`src/rtl/vnu_pkg.sv`:
```
// Shared types and saturation helper for the VNU scheduler.
// Values are 11-bit two's complement, symmetric range +/-1023.
package vnu_pkg;

   localparam int W = 11;
   localparam int MAX_MAG = 1023;
   localparam int XW = 16;

   typedef logic signed [W-1:0] msg_t;

   typedef enum logic [1:0] {
      IDLE,
      LOAD,
      CALC,
      EMIT
   } vnu_state_t;

   // Clamp a wide signed value into the symmetric message range.
   function automatic msg_t sat11(input logic signed [XW-1:0] x);
      logic signed [XW-1:0] pmax;
      logic signed [XW-1:0] nmax;
      pmax = XW'(MAX_MAG);
      nmax = -XW'(MAX_MAG);
      if (x > pmax) return W'(pmax);
      if (x < nmax) return W'(nmax);
      return W'(x);
   endfunction

endpackage

```
`src/rtl/vnu_sched_compl2sm.sv`:
```
// Two's complement to codebase sign-magnitude converter.
// Output is {s, d[9:0] ^ {10{s}}}.
module compl2sm
   import vnu_pkg::*;
(
   input  logic [W-1:0] i_d,
   output logic [W-1:0] o_d
);

   assign o_d = {i_d[W-1], i_d[W-2:0] ^ {(W-1){i_d[W-1]}}};

endmodule

```
`src/rtl/vnu_sched.sv`:
```
// Per-node VNU scheduler: capture LLR, accumulate DV C2V messages,
// take the hard decision and stream DV extrinsic V2C messages.
module vnu_sched
   import vnu_pkg::*;
#(
   parameter int DV = 3
) (
   input  logic                           i_clk,
   input  logic                           i_rst_n,
   input  logic                           i_start,
   input  logic [W-1:0]                   i_llr,
   input  logic                           i_c2v_valid,
   input  logic [W-1:0]                   i_c2v_data,
   output logic                           o_c2v_ready,
   output logic                           o_v2c_valid,
   output logic [W-1:0]                   o_v2c_data,
   output logic [((DV>1)?$clog2(DV):1)-1:0] o_v2c_idx,
   input  logic                           i_v2c_ready,
   output logic                           o_hard,
   output logic                           o_busy,
   output logic                           o_done
);

   localparam int CW = (DV > 1) ? $clog2(DV) : 1;
   localparam int AW = W + $clog2(DV + 1);
   localparam logic [CW-1:0] LAST = CW'(DV - 1);

   vnu_state_t state_q, state_d;
   logic [CW-1:0] cnt_q, cnt_d;
   logic [CW-1:0] idx_q, idx_d;
   logic [CW-1:0] sel;
   logic signed [AW-1:0] acc_q, acc_d;
   msg_t total_q, total_d;
   msg_t base, cin, ext;
   logic [W-1:0] sm, data_q, data_d;
   logic done_q, done_d;
   msg_t mem_q [DV];

   assign cin = sat11(XW'($signed(i_c2v_data)));

   // Operand select: CALC forms edge 0 from the fresh total, EMIT
   // prefetches the edge after the one currently presented.
   always_comb begin
      sel  = '0;
      base = total_q;
      if (state_q == CALC) base = sat11(XW'(acc_q));
      if (state_q == EMIT && idx_q != LAST) sel = idx_q + CW'(1);
   end

   assign ext = sat11(XW'(base) - XW'(mem_q[sel]));

   compl2sm u_c2sm (
      .i_d (ext),
      .o_d (sm)
   );

   always_comb begin
      state_d = state_q;
      cnt_d   = cnt_q;
      idx_d   = idx_q;
      acc_d   = acc_q;
      total_d = total_q;
      data_d  = data_q;
      done_d  = 1'b0;
      unique case (state_q)
         IDLE: begin
            if (i_start) begin
               state_d = LOAD;
               cnt_d   = '0;
               acc_d   = AW'(sat11(XW'($signed(i_llr))));
            end
         end
         LOAD: begin
            if (i_c2v_valid) begin
               acc_d = acc_q + AW'(cin);
               if (cnt_q == LAST) begin
                  state_d = CALC;
                  cnt_d   = '0;
               end else begin
                  cnt_d = cnt_q + CW'(1);
               end
            end
         end
         CALC: begin
            total_d = base;
            data_d  = sm;
            idx_d   = '0;
            state_d = EMIT;
         end
         EMIT: begin
            if (i_v2c_ready) begin
               if (idx_q == LAST) begin
                  state_d = IDLE;
                  done_d  = 1'b1;
               end else begin
                  idx_d  = idx_q + CW'(1);
                  data_d = sm;
               end
            end
         end
         default: state_d = IDLE;
      endcase
   end

   always_ff @(posedge i_clk or negedge i_rst_n) begin
      if (!i_rst_n) begin
         state_q <= IDLE;
         cnt_q   <= '0;
         idx_q   <= '0;
         acc_q   <= '0;
         total_q <= '0;
         data_q  <= '0;
         done_q  <= 1'b0;
      end else begin
         state_q <= state_d;
         cnt_q   <= cnt_d;
         idx_q   <= idx_d;
         acc_q   <= acc_d;
         total_q <= total_d;
         data_q  <= data_d;
         done_q  <= done_d;
      end
   end

   always_ff @(posedge i_clk) begin
      if (state_q == LOAD && i_c2v_valid) mem_q[cnt_q] <= cin;
   end

   assign o_c2v_ready = (state_q == LOAD);
   assign o_v2c_valid = (state_q == EMIT);
   assign o_busy      = (state_q != IDLE);
   assign o_v2c_data  = data_q;
   assign o_v2c_idx   = idx_q;
   assign o_hard      = total_q[W-1];
   assign o_done      = done_q;

endmodule

```
`config.mk`:
```
export PLATFORM = sky130hd
export DESIGN_NAME = vnu_sched
export DESIGN_NICKNAME = d
export VERILOG_FILES = /design/src/rtl/vnu_pkg.sv /design/src/rtl/vnu_sched_compl2sm.sv /design/src/rtl/vnu_sched.sv
export SDC_FILE = /design/constraint.sdc
export NUM_CORES = 1
export LEC_CHECK = 0
export CORE_AREA = 2 2 131 133
export DETAILED_ROUTE_END_ITERATION = 8
export DIE_AREA = 0 0 133 135
export GPL_ROUTABILITY_DRIVEN = 0
export PLACE_DENSITY_LB_ADDON = 0.05
export SYNTH_ARGS = -nofsm -noshare
export SYNTH_HDL_FRONTEND = slang
export SYNTH_SLANG_ARGS = --single-unit
```
`constraint.sdc`:
```
create_clock -name i_clk -period 8.4 [get_ports i_clk]
set_clock_uncertainty 0.15 [all_clocks]
set_input_delay 1.68 -clock i_clk [delete_from_list [all_inputs] [get_ports i_clk]]
set_output_delay 1.68 -clock i_clk [all_outputs]
set_load 0.01 [all_outputs]
```
---- Word level (Yosys, flattened, before mapping) ----
Memory sizes are Yosys's and may differ from the RTL's.
Cells that the tools add are included.
cells by class
  mux-type cells .......................... 60
  $lt $le $gt $ge ......................... 8
  reductions and logical operators ........ 9
  equality and inequality tests ........... 12
  bitwise logic cells ..................... 1
  $add $sub $neg .......................... 4
operators with widths
  operator                                                                 count
  11-bit 2-to-1 mux                                                        19
  13-bit 2-to-1 mux                                                        2
  13-bit case mux with 2 select lines                                      1
  1-bit 2-to-1 mux                                                         23
  11-bit > comparator, second input constant                               2
  11-bit < comparator, second input constant                               2
  2-bit 2-to-1 mux                                                         11
  11-bit case mux with 2 select lines                                      1
  13-bit by 11-bit adder with 13-bit output                                1
  13-bit by 11-bit > comparator with 1-bit output, second input constant   1
  13-bit by 11-bit < comparator with 1-bit output, second input constant   1
  12-bit by 11-bit > comparator with 1-bit output, second input constant   1
  12-bit by 11-bit < comparator with 1-bit output, second input constant   1
  11-bit by 11-bit subtractor with 12-bit output                           1
  10-bit bitwise XOR                                                       1
  2-bit == test, second input constant                                     4
  2-bit inequality test, second input constant                             4
  2-bit case mux with 2 select lines                                       2
  2-bit case mux with 4 select lines                                       1
  2-bit by 1-bit inequality test with 1-bit output, second input constant  3
  3-bit AND reduction                                                      2
  2-bit nonzero test                                                       3
  5-bit AND reduction                                                      1
  2-bit by 1-bit adder with 2-bit output, second input constant            2
  3 further kinds                                                          4
storage, ports and cells
  word-level logic and storage cells ...... 102
  bits in writable memories ............... 33
  output and inout bits ................... 18
  memories kept ........................... 1
  register bits after elaboration ......... 42
  bits of input ports ..................... 27
memories
  memory  depth  bits a word  rd ports  clocked after Yosys merged registers in  wr ports  RTL line         source
  mem_q   3      11           1         0                                        1         vnu_sched.sv:37  msg_t mem_q [DV];

---- Depth between registers and ports, before layout ----
  word-level depth ........................ 18
  mapped depth ............................ 19
  mapped depth without buffers ............ 17

---- Cells and area by module ----
From an unflattened synthesis, not the netlist that was laid out.
second synthesis, totals
  cells, all modules ...................... 481
  area total of the unflattened synthesis .. 5,108.6 um^2
modules (own cells, without submodules)
  module     cells an instance  area each (um^2)  times used  sequential area each (um^2)
  vnu_sched  469                5,002.3           1           2,042.0
  compl2sm   12                 106.4             1           0.0

---- Least setup slack after synthesis ----
No wires, ideal clock.
  kind .................................... in2reg
  from .................................... input i_c2v_data[6]
  to ...................................... register acc_q[12]
  setup time .............................. 69 ps
  required time ........................... 8,181 ps
  buffers on the path ..................... 0
  setup slack ............................. 2,623 ps
  arrival ................................. 5,558 ps
  stages .................................. 16
  cells stage by stage .................... or4_1 -> o41ai_1 -> ha_1 -> or2_2 -> ha_1 -> fa_1 -> a21o_1 -> a21oi_1 -> o21bai_1 -> a21o_1 -> a21oi_1 -> o21ai_0 -> o41ai_1 -> xnor2_1 -> or4_1 -> nand3_1
on the way
  word-level cells in the longest chain between the ends .. 8
  elaborated cells on any way between the ends .. 11
  those cells by class .................... add/sub (1); order compare (2); mux (8)
ends and longest elaborated chain
  what                                           RTL line          source
  start: declaration                             vnu_sched.sv:13   input logic [W-1:0] i_c2v_data,
  11-bit < comparator                            vnu_pkg.sv:25     if (x < nmax) return W'(nmax);
  1-bit 2-to-1 mux (2 in series)                 vnu_pkg.sv:25
  11-bit 2-to-1 mux                              vnu_pkg.sv:26     return W'(x);
  11-bit 2-to-1 mux (*)                          vnu_pkg.sv:25
  net cin[0]                                     vnu_sched.sv:34   msg_t base, cin, ext;
  13-bit by 11-bit adder with 13-bit output (*)  vnu_sched.sv:75   acc_d = acc_q + AW'(cin);
  13-bit 2-to-1 mux (*)                          vnu_sched.sv:74   if (i_c2v_valid) begin
  13-bit case mux with 2 select lines (*)        vnu_sched.sv:65   unique case (state_q)
  end signal: assignment                         vnu_sched.sv:110  acc_q <= '0;
  end signal: assignment                         vnu_sched.sv:118  acc_q <= acc_d;
  end: declaration                               vnu_sched.sv:32   logic signed [AW-1:0] acc_q, acc_d;
The timed path passes the listed nets; every way through them passes the cells marked *. The select of a mux whose other input is x is not followed.
A chain may end at the register's enable or synchronous reset.

---- Worst setup path after layout ----
Ends and elaborated chain as after synthesis.

==> reports/qor.yml <==
mostFrequentLayoutCells: "nand2_1 (51), clkdlybuf4s50_1 (43), dfrtp_1 (42), edfxtp_1 (33), o21ai_0 (31)"
first_iter_violations: 195
antenna_found_initial: 0
first_pass_iters: 4
cts_root_buf: "clkbuf_16"
dpl_cell_area_um2: 5540
yosysWarningCount: 0
vias_per_cell: 4.87
yosysTopAreaCellShare_pct: 21.6
switching_share_pct: 45.8
p_leak_nw: 2.36
synth_top_area_cell: "dfrtp_1"
hold_class: "reg -> reg"
ant_nets: 0
post_cts_buffers: 0
post-route-util_pct: 35.6
wl_per_cell_um: 17.1
r2r_slack_ns: 3.66
syn-num-nets: 548
ys_top_cells_by_area: "dfrtp_1 (22%), edfxtp_1 (20%), ha_1 (7.4%), nand2_1 (3.9%), o21ai_0 (3.2%)"
fin_area_um2: 5850
ys_seq_elements: 75
final_common_cell: "nand2_1"
grt_max_degree: 43
seqPwrFrac_pct: 22.6
grtUsageTotal_pct: 15.2
n_antenna_cell: 0
irDropWorstVdd_mv: 0.179
cts_tree: "done"
power_density_nw_per_um2: 461
drcViolationCount: 0
slew_headroom_pct: 27.0
grt_pass1_wl_um: 20500
synth-simple-area-share_pct: 17.9
finalHoldViolations: 0
timing_worst_slew_pin_value_ns: 1.09
p_clk_share_pct: 15.7
initial_utilization_pct: 29.7
synthAdderAreaFrac_pct: 8.09
nNetsFinal: 590
port_buffers: 44
die_width_um: 133
ys.flop_type: "dfrtp_1"
whs_path_depth: 1
synth_area_um2: 4870
setup_violations: 0
postCtsHoldBufs: 0
synth_compound_area_share_pct: 21.5
final.period_utilization_pct: 73.8
dp_hpwl_um: 9970
area_growth_pct: 20.0
grt_overflow: 0
yosys.cell_types.count: 77
critPathLaunchType: "input port"
p_switching_mw: 1.23
rows: 47
synth.area.mux_share_pct: 2.57
setup-tns-final_ns: 0
cts_max_level: 3
cp-end-kind: "register"
whs_endpoint: "total_q[8]"
outcome: "complete, no violations"
grt_pass1_vias: 3655
critical_path_class: "in -> reg"
synth_xor_area_share_pct: 4.29
yosysSeqAreaShare_pct: 41.9
syn_inst: 491
fin_crit_ns: 6.20
synth-edff-count: 33
finalPower_mw: 2.69
comb_power_share_pct: 61.7
synthArstFlopShare_pct: 56.0
post_cts_resized: 0
drv_cap: 0
boundaryPins: 45
regToRegStartpoint: "state_q[0]"
rr_worst_depth: 14
synth_top_family_by_area: "compound AO/OA/AOI/OAI gates"
clockBufferDepth: 2
required_ns: 8.53
numCtsBuffers: 9
wirelength_um: 12900
die_h_um: 135
num_vias: 3694
intPower_mw: 1.46
hold_start: "total_q[8]"
drive_gt1_share_pct: 11.2
dieArea_um2: 18000
syn_area_per_cell_um2: 9.93
cts.sinks: 75
crit_path_max_fanout: 10
crit_arrival_ns: 6.33
reg2reg_to: "o_v2c_data[0]"
clock_latency_ns: 0.35
drv_slew: 0
fmax_mhz: 161
clkTransAtPathRegs_ns: 0.07
rsz0062_at_grt: "false"
core_um2: 16400
n_fill_cell: 1636
## synth_stat cells, drive strengths merged (3+ instances only)
master   n
o22ai    3
ha      29
o21bai   8
or4      5
o41ai    3
a21boi   5
o221a    7
nor3    11
xnor2   14
inv     25
nor2b   12
nor4     3
nand2   51
a211oi   6
nor2    31
clkbuf  11
nand2b  11
xor2     9
dfrtp   42
mux2     6
a21o    12
o21ai   34
a22oi    3
a21oi   29
o21a     3
a31oi    4
and2     5
and3     5
edfxtp  33
nor3b   12
mux2i    5
nand3    4
a221oi   6
buf      7
or2      7
## cells by family after synthesis
group,Yosys count
simple gates,165
compound gates,142
flops,75
buf+inv,44
fa+ha+maj,31
xor+xnor,23
mux,11
## registers in the layout, indices dropped and copies added (netlist names)
signal,cells
mem_q,33
acc_q,13
o_v2c_data,11
total_q,11
cnt_q,2
o_v2c_idx,2
state_q,2
o_done,1
## worst max-delay path by stage
stage / cells past startpoint / end / slack, ns / startpoint
6_report: 17 / acc_q[12] / 2.20 / i_c2v_data[6]
4_1_cts: 17 / acc_q[12] / 2.20 / i_c2v_data[6]
5_1_grt: 17 / acc_q[12] / 1.93 / i_c2v_data[6]
3_5_place_dp: 17 / acc_q[12] / 1.85 / i_c2v_data[6]
2_1_floorplan: 16 / acc_q[12] / 2.62 / i_c2v_data[6]
3_3_place_gp: 17 / acc_q[12] / 1.98 / i_c2v_data[6]
## routing by layer
layer	track usage [%]	vias up	part of all wire, %
li1	-	1891	-
met1	19.7	1739	49
met4	4.84	0	1.8
met5	0	-	0
met3	3.49	13	2.6
met2	25.4	51	47
## final cells by class
type                       instances  area, um2  area share, %
multi-input combinational        372       2650           45.3
sequential                        75       2040           34.9
timing repair buffer              49        473           8.09
tap                              220        275           4.71
clock buffer                       9        225           3.85
inverter                          26       97.6           1.67
clock inverter                     7       87.6           1.50
## metrics by stage
stage | cells | setup slack [ns] | hold WS, ns
detailed placement | 742 | 1.85 | 0.319
global route | 758 | 1.93 | 0.359
floorplan | 491 | 2.62 | 0.304
CTS | 758 | 2.20 | 0.334
finish | 758 | 2.20 | 0.333
global placement | 742 | 1.98 | 0.314
## worst max-delay path, stage by stage
cell	delay (ns)
clkdlybuf4s50_1	0.42
or4_1	0.52
o41ai_1	0.33
ha_1	0.38
or2_2	0.36
ha_1	0.22
fa_1	0.40
a21o_1	0.18
a21oi_1	0.25
o21bai_1	0.10
a21o_1	0.20
a21oi_1	0.18
o21ai_0	0.16
o41ai_1	0.33
xnor2_1	0.13
or4_1	0.40
nand3_1	0.09
## power groups by stage
stage | sequential [mW] | clock [mW] | combinational [mW]
2_1_floorplan | 0.576 | 0 | 1.30
3_3_place_gp | 0.617 | 0 | 1.68
3_5_place_dp | 0.617 | 0 | 1.68
4_1_cts | 0.611 | 0.432 | 1.69
5_1_grt | 0.626 | 0.453 | 1.87
6_report | 0.610 | 0.422 | 1.66
Power figures use the tool's default switching activity.
